## src/rtl/pipe_stage_skid.sv

```systemverilog
// Pipeline stage register with valid/ready handshake, 2-entry skid buffer and exception flush.
// Optional performance counters are enabled by defining PIPE_STAGE_PERF_EN.
module pipe_stage_skid #(
  parameter int          PAYLOAD_W = 128,
  parameter logic [31:0] RESET_PC  = 32'h0000_3000,
  parameter logic [31:0] EXC_PC    = 32'h0000_4180,
  parameter int          CNT_W     = 16
) (
  input  logic                 clk,
  input  logic                 reset,
  input  logic                 flush,
  input  logic                 in_valid,
  output logic                 in_ready,
  input  logic [31:0]          in_instr,
  input  logic [31:0]          in_pc,
  input  logic [PAYLOAD_W-1:0] in_payload,
  output logic                 out_valid,
  input  logic                 out_ready,
  output logic [31:0]          out_instr,
  output logic [31:0]          out_pc,
  output logic [PAYLOAD_W-1:0] out_payload,
`ifdef PIPE_STAGE_PERF_EN
  output logic [CNT_W-1:0]     stall_cnt,
  output logic [CNT_W-1:0]     bubble_cnt,
`endif
  output logic [1:0]           occupancy
);

  logic                 main_valid_q, main_valid_d;
  logic [31:0]          main_instr_q, main_instr_d;
  logic [31:0]          main_pc_q, main_pc_d;
  logic [PAYLOAD_W-1:0] main_payload_q, main_payload_d;
  logic                 skid_valid_q, skid_valid_d;
  logic [31:0]          skid_instr_q, skid_instr_d;
  logic [31:0]          skid_pc_q, skid_pc_d;
  logic [PAYLOAD_W-1:0] skid_payload_q, skid_payload_d;
  logic                 in_ready_q;
  logic                 accept, deliver;

  assign accept  = in_valid & in_ready_q;
  assign deliver = main_valid_q & out_ready;

  always_comb begin
    main_valid_d   = main_valid_q;
    main_instr_d   = main_instr_q;
    main_pc_d      = main_pc_q;
    main_payload_d = main_payload_q;
    skid_valid_d   = skid_valid_q;
    skid_instr_d   = skid_instr_q;
    skid_pc_d      = skid_pc_q;
    skid_payload_d = skid_payload_q;
    if (reset || flush) begin
      main_valid_d   = 1'b0;
      main_instr_d   = '0;
      main_pc_d      = reset ? RESET_PC : EXC_PC;
      main_payload_d = '0;
      skid_valid_d   = 1'b0;
      skid_instr_d   = '0;
      skid_pc_d      = '0;
      skid_payload_d = '0;
    end else if (!main_valid_q) begin
      if (accept) begin
        main_valid_d   = 1'b1;
        main_instr_d   = in_instr;
        main_pc_d      = in_pc;
        main_payload_d = in_payload;
      end
    end else if (skid_valid_q) begin
      // FULL: in_ready is low, so only a deliver can move the skid beat forward
      if (deliver) begin
        main_instr_d   = skid_instr_q;
        main_pc_d      = skid_pc_q;
        main_payload_d = skid_payload_q;
        skid_valid_d   = 1'b0;
      end
    end else begin
      if (accept && deliver) begin
        main_instr_d   = in_instr;
        main_pc_d      = in_pc;
        main_payload_d = in_payload;
      end else if (accept) begin
        skid_valid_d   = 1'b1;
        skid_instr_d   = in_instr;
        skid_pc_d      = in_pc;
        skid_payload_d = in_payload;
      end else if (deliver) begin
        main_valid_d   = 1'b0;
      end
    end
  end

  always_ff @(posedge clk) begin
    main_valid_q   <= main_valid_d;
    main_instr_q   <= main_instr_d;
    main_pc_q      <= main_pc_d;
    main_payload_q <= main_payload_d;
    skid_valid_q   <= skid_valid_d;
    skid_instr_q   <= skid_instr_d;
    skid_pc_q      <= skid_pc_d;
    skid_payload_q <= skid_payload_d;
    // Registered copy keeps back-pressure from forming a combinational path
    in_ready_q     <= !skid_valid_d;
  end

  assign in_ready    = in_ready_q;
  assign out_valid   = main_valid_q;
  assign out_instr   = main_valid_q ? main_instr_q : 32'h0;
  assign out_pc      = main_pc_q;
  assign out_payload = main_payload_q;
  assign occupancy   = {1'b0, main_valid_q} + {1'b0, skid_valid_q};

`ifdef PIPE_STAGE_PERF_EN
  logic [CNT_W-1:0] stall_cnt_q, bubble_cnt_q;

  always_ff @(posedge clk) begin
    if (reset) begin
      stall_cnt_q  <= '0;
      bubble_cnt_q <= '0;
    end else begin
      if (main_valid_q && !out_ready && !(&stall_cnt_q))
        stall_cnt_q <= stall_cnt_q + CNT_W'(1);
      if ((!main_valid_q || flush) && !(&bubble_cnt_q))
        bubble_cnt_q <= bubble_cnt_q + CNT_W'(1);
    end
  end

  assign stall_cnt  = stall_cnt_q;
  assign bubble_cnt = bubble_cnt_q;
`endif

endmodule

```

## config.mk

```make
export PLATFORM = sky130hd
export DESIGN_NAME = pipe_stage_skid
export DESIGN_NICKNAME = d
export VERILOG_FILES = /design/src/rtl/pipe_stage_skid.sv
export SDC_FILE = /design/constraint.sdc
export NUM_CORES = 1
export LEC_CHECK = 0
export CORE_MARGIN = 8
export CORE_UTILIZATION = 32
export CTS_BUF_LIST = sky130_fd_sc_hd__clkbuf_8
export DETAILED_ROUTE_END_ITERATION = 16
export GPL_ROUTABILITY_DRIVEN = 1
export GPL_TIMING_DRIVEN = 1
export HOLD_SLACK_MARGIN = 0.05
export SYNTH_ARGS = -nofsm -noshare
export SYNTH_HDL_FRONTEND = slang
export SYNTH_SLANG_ARGS = --single-unit
export TNS_END_PERCENT = 50
```

## constraint.sdc

```tcl
create_clock -name clk -period 2.3 [get_ports clk]
set_input_delay 0.345 -clock clk [delete_from_list [all_inputs] [get_ports clk]]
set_output_delay 0.345 -clock clk [all_outputs]
set_load 0.05 [all_outputs]
```

# Word level (Yosys, flattened, before mapping)
# Index checks and enable logic that the tools add are counted.
op_classes:
  eq_ne: 4
  bitwise: 4
  add_sub_neg: 1
  muxes: 28
  reduce_logical: 8
ops:
  columns: ["op", "count"]
  rows:
  - ["$mux W128", 5]
  - ["$mux W32", 12]
  - ["$mux W15", 1]
  - ["$mux W1", 10]
  - ["$reduce_and A3 Y1", 2]
  - ["$ne A4 B1 Y1 const B", 1]
  - ["$ne A4 B2 Y1 const B", 1]
  - ["$reduce_and A4 Y1", 1]
  - ["$ne A3 B1 Y1 const B", 1]
  - ["$ne A3 B2 Y1 const B", 1]
  - ["$reduce_bool A3 Y1", 1]
  - ["$add A1 B1 Y2", 1]
  - ["$and A1 B1 Y1", 2]
  - ["$not A1 Y1", 2]
  - ["$reduce_bool A2 Y1", 1]
  - ["$logic_and A1 B1 Y1", 1]
  - ["$logic_not A1 Y1", 1]
  - ["$logic_or A1 B1 Y1", 1]
word_totals:
  out_inout_bits: 196
  register_bits: 387
  elab_cells: 54

# Longest topological paths before layout
depth:
  ltp_word: 7
  mapped_depth: 9

# Worst setup path after synthesis
# Ideal clock, no wire load.
synth_timing:
  path_kind: "reg-to-reg"
  from: "reg main_valid_q, in the netlist out_valid"
  to: "reg main_pc_q[0], in the netlist out_pc[0], enable pin"
  n_path_buf: 2
  arrival_ps: 2578
  required_ps: 1886
  path_slack_ps: -692
  path_stages_with_launch: 7
  period_less_slack_ps: 2992
  cell_sequence: "dfxtp_1 ha_1 nor2b_1 nor3b_1 buf_6 buf_2 or3_1"
synth_via:
  elab_chain_len: 4
  word_cells_on_any_way: 6
  classes_between: "eq/ne (2); bitwise (1); reduce/logical (3)"
synth_lines:
  columns: ["item", "line_no", "rtl"]
  rows:
  - ["start, declared", "29", "logic main_valid_q, main_valid_d;"]
  - ["start signal, assigned", "93", "main_valid_q <= main_valid_d;"]
  - ["$and A1 B1 Y1", "41", "assign deliver = main_valid_q & out_ready;"]
  - ["$logic_and A1 B1 Y1", "77", "if (accept && deliver) begin"]
  - ["$ne A4 B1 Y1 (no line)", null, null]
  - ["$reduce_and A3 Y1 (no line) *", null, null]
  - ["end signal, assigned", "95", "main_pc_q <= main_pc_d;"]
  - ["end, declared", "31", "logic [31:0] main_pc_q, main_pc_d;"]
# Mark *: on every way between the ends. The rest lies on a longest branch, timed or not.
# A chain may end at the register's enable or synchronous reset.

# Worst setup path after layout
layout_timing:
  from: "reg main_payload_q[52], in the netlist out_payload[52]"
  to: "out out_payload[52]"
layout_lines:
  columns: ["item", "line_no", "rtl"]
  rows:
  - ["start, declared", "32", "logic [PAYLOAD_W-1:0] main_payload_q, main_payload_d;"]
  - ["start signal, assigned", "96", "main_payload_q <= main_payload_d;"]
  - ["end, declared", "21", "output logic [PAYLOAD_W-1:0] out_payload,"]
# No word-level cell between the ends.

==> results.ini <==
[grt]
grt_pass1_wl_um = 84300
grt_max_degree = 77
grt_pass1_vias = 14579
gr-total-overflow = 0
antenna_found_initial = 10
grt.total_usage_pct = 17.6

[floorplanning]
die_h_um = 243
die_w_um = 243
core-area_mm2 = 0.0511
initial_core_util_pct = 32.2
fp-row-count = 83
dieArea_mm2 = 0.0589
ios = 393

[final_layout]
fillers = 4876
postLayoutCoreUtil_pct = 44.9
mostFrequentLayoutCells = nand2_1 (445), dfxtp_1 (354), clkdlybuf4s50_1 (354), a21oi_1 (219), mux2i_1 (162)
final_net_count = 2330
multi_input_area_mm2 = 0.00759
drive_above_1_share_pct = 17.5
area_growth_syn_to_layout_pct = 39.4
regArea_mm2 = 0.00807
final_common_cell = nand2_1

[worst_setup_path]
critPathRequiredTime_ns = 1.96
cp_max_fo = 2
arrival_ns = 1.88
crit_chain = clkdlybuf4s50_1
path_buf_inv = 1
crit_type = register to output port
crit_path_end_kind = output port
cpLargestDelayFamily = buffers and inverters
start_kind = register
max_stage_delay_ns = 0.93
crit_slowest_cell = clkdlybuf4s50_1

[timing]
tightest_slew_ns = 0.670
slew_headroom_pct = 55.2
period_needed_ns = 2.22
fin_crit_sh_pct = 96.6
finalHoldViolCount = 0
fin_ws_ns = 0.0774
skew_ns = 0.0284
slew_violations = 0
setup_viol = 0
max_clock_freq_mhz = 450

[synth]
ys_ff_latch = 387
ys_types = 24
syn_avg_cell_area_um2 = 9.36
yosysWarnings = 0
netlist_instances = 1758
syn_nets = 1957
yosysTopAreaCellShare_pct = 43.2
synth.area.top_cells = dfxtp_1 (43%), a211oi_2 (12%), nand2_1 (10%)
yosys.area.top_type = dfxtp_1
syn_area_mm2 = 0.0164
synth-seq-area-share_pct = 49.0

[clock_network]
hold_buffers = 0
cts_buffer_depth = 3
cts-buffers-inserted = 71
clock_latency_ns = 0.62
root_buffer = clkbuf_8
clkSinkCount = 387
post-cts-setup-buffer-count = 0
clkTransAtPathRegs_ns = 0.06
cts-htree-levels = 3
cts_tree = yes

[drt]
vias = 14160
wl_um = 54100
vias_per_cell = 4.93
wl_per_cell_um = 18.8
ant_nets = 0
drc = 0
first_iter_violations = 812
firstDrtPassIters = 7

[placement]
port_buffers = 392
dp_hpwl_um = 37000
gp_congestion = 0.781
place_ws_ns = 0.0753

[job]
cap_violations = 0

[worst_hold_path]
hp-class = primary input to register

[outcome]
status = completed

[power_and_ir_drop]
vdd_drop_max_v = 0.000377
p_per_area_mw_per_mm2 = 722
power_leakage_nw = 9.06

state kept, by name, summed over array words and instances (netlist names):
register / count
out_payload: 128
skid_payload_q: 128
main_instr_q: 32
out_pc: 32
skid_instr_q: 32
skid_pc_q: 32
in_ready: 1
out_valid: 1
skid_valid_q: 1
cell usage after synthesis (all sizes together):
library cell and number:
inv 4, a21oi 219, a211oi 160, mux2i 162, a211o 1, o21bai 2
nand2b 1, a31oi 5, nor2b 1, dfxtp 355, edfxtp 32, nand2 446
ha 2, o31ai 1, or2 2, and2 33, nor3 161, nand4 1
or3 2, nor3b 1, buf 88, clkbuf 79
power by group:
part           total [mW]  internal (mW)  leakage, nW  switching [mW]
clock network        6.76           3.87        0.821            2.89
registers            7.15           7.02         3.24           0.127
logic                2.65           1.05         4.99            1.61
total                16.6           11.9         9.06            4.63
final timing paths:
| check | cells past startpoint | slack [ns] | startpoint | endpoint |
|---|---|---|---|---|
| setup / recovery | 1 | 0.08 | out_payload[52] | out_payload[52] |
| hold / removal | 3 | 0.30 | in_pc[8] | skid_pc_q[8] |
| setup reg to reg | 8 | 0.26 | out_valid | out_payload[15] |
| hold reg to reg | 2 | 0.45 | skid_payload_q[85] | skid_payload_q[85] |
area by class of cell:
class                      count  area share (%)
clock inverter                31           0.933
sequential                   387            35.2
clock buffer                  91            5.46
timing repair buffer         467            21.4
multi-input combinational   1200            33.1
antenna                       11           0.120
inverter                       4          0.0655
tap                          680            3.71
what timing repair did:
action | 4_1_cts | 5_1_grt
resized for setup | 4 | 1
gates cloned | 0 | 0
setup endpoints to repair | 17 | 4
per-stage QoR:
step | cell area [um2] | std cells | TNS (ns) | power (mW) | hold slack, ns
detailed placement | 21400 | 2739 | 0 | 9.96 | 0.445
CTS | 22900 | 2861 | 0 | 16.8 | 0.209
floorplan | 16500 | 1758 | 0 | 8.80 | 0.436
global route | 22900 | 2870 | -0.0000842 | 17.3 | 0.261
finish | 22900 | 2871 | 0 | 16.6 | 0.296
global placement | 21400 | 2739 | 0 | 9.93 | 0.439
cell families (layout without fill, tap and decap cells):
group | after synthesis | after routing | synth area share (%)
buffers and inverters | 171 | 593 | 5.00
other | 0 | 11 | 0
AND/OR/NAND/NOR | 648 | 648 | 16.6
adder cells (fa/ha/maj) | 2 | 2 | 0.152
AO/OA/AOI/OAI | 388 | 388 | 19.3
multiplexers | 162 | 162 | 9.86
flip-flops | 387 | 387 | 49.0
routing by layer:
layer | track usage [%] | vias up | share of wire (%)
li1 | - | 6868 | -
met1 | 20.8 | 6790 | 42
met2 | 29.7 | 409 | 49
met3 | 4.55 | 93 | 5.9
met4 | 8.48 | 0 | 3.3
met5 | 0 | - | 0
No activity file was read; power rests on OpenSTA's default activity.
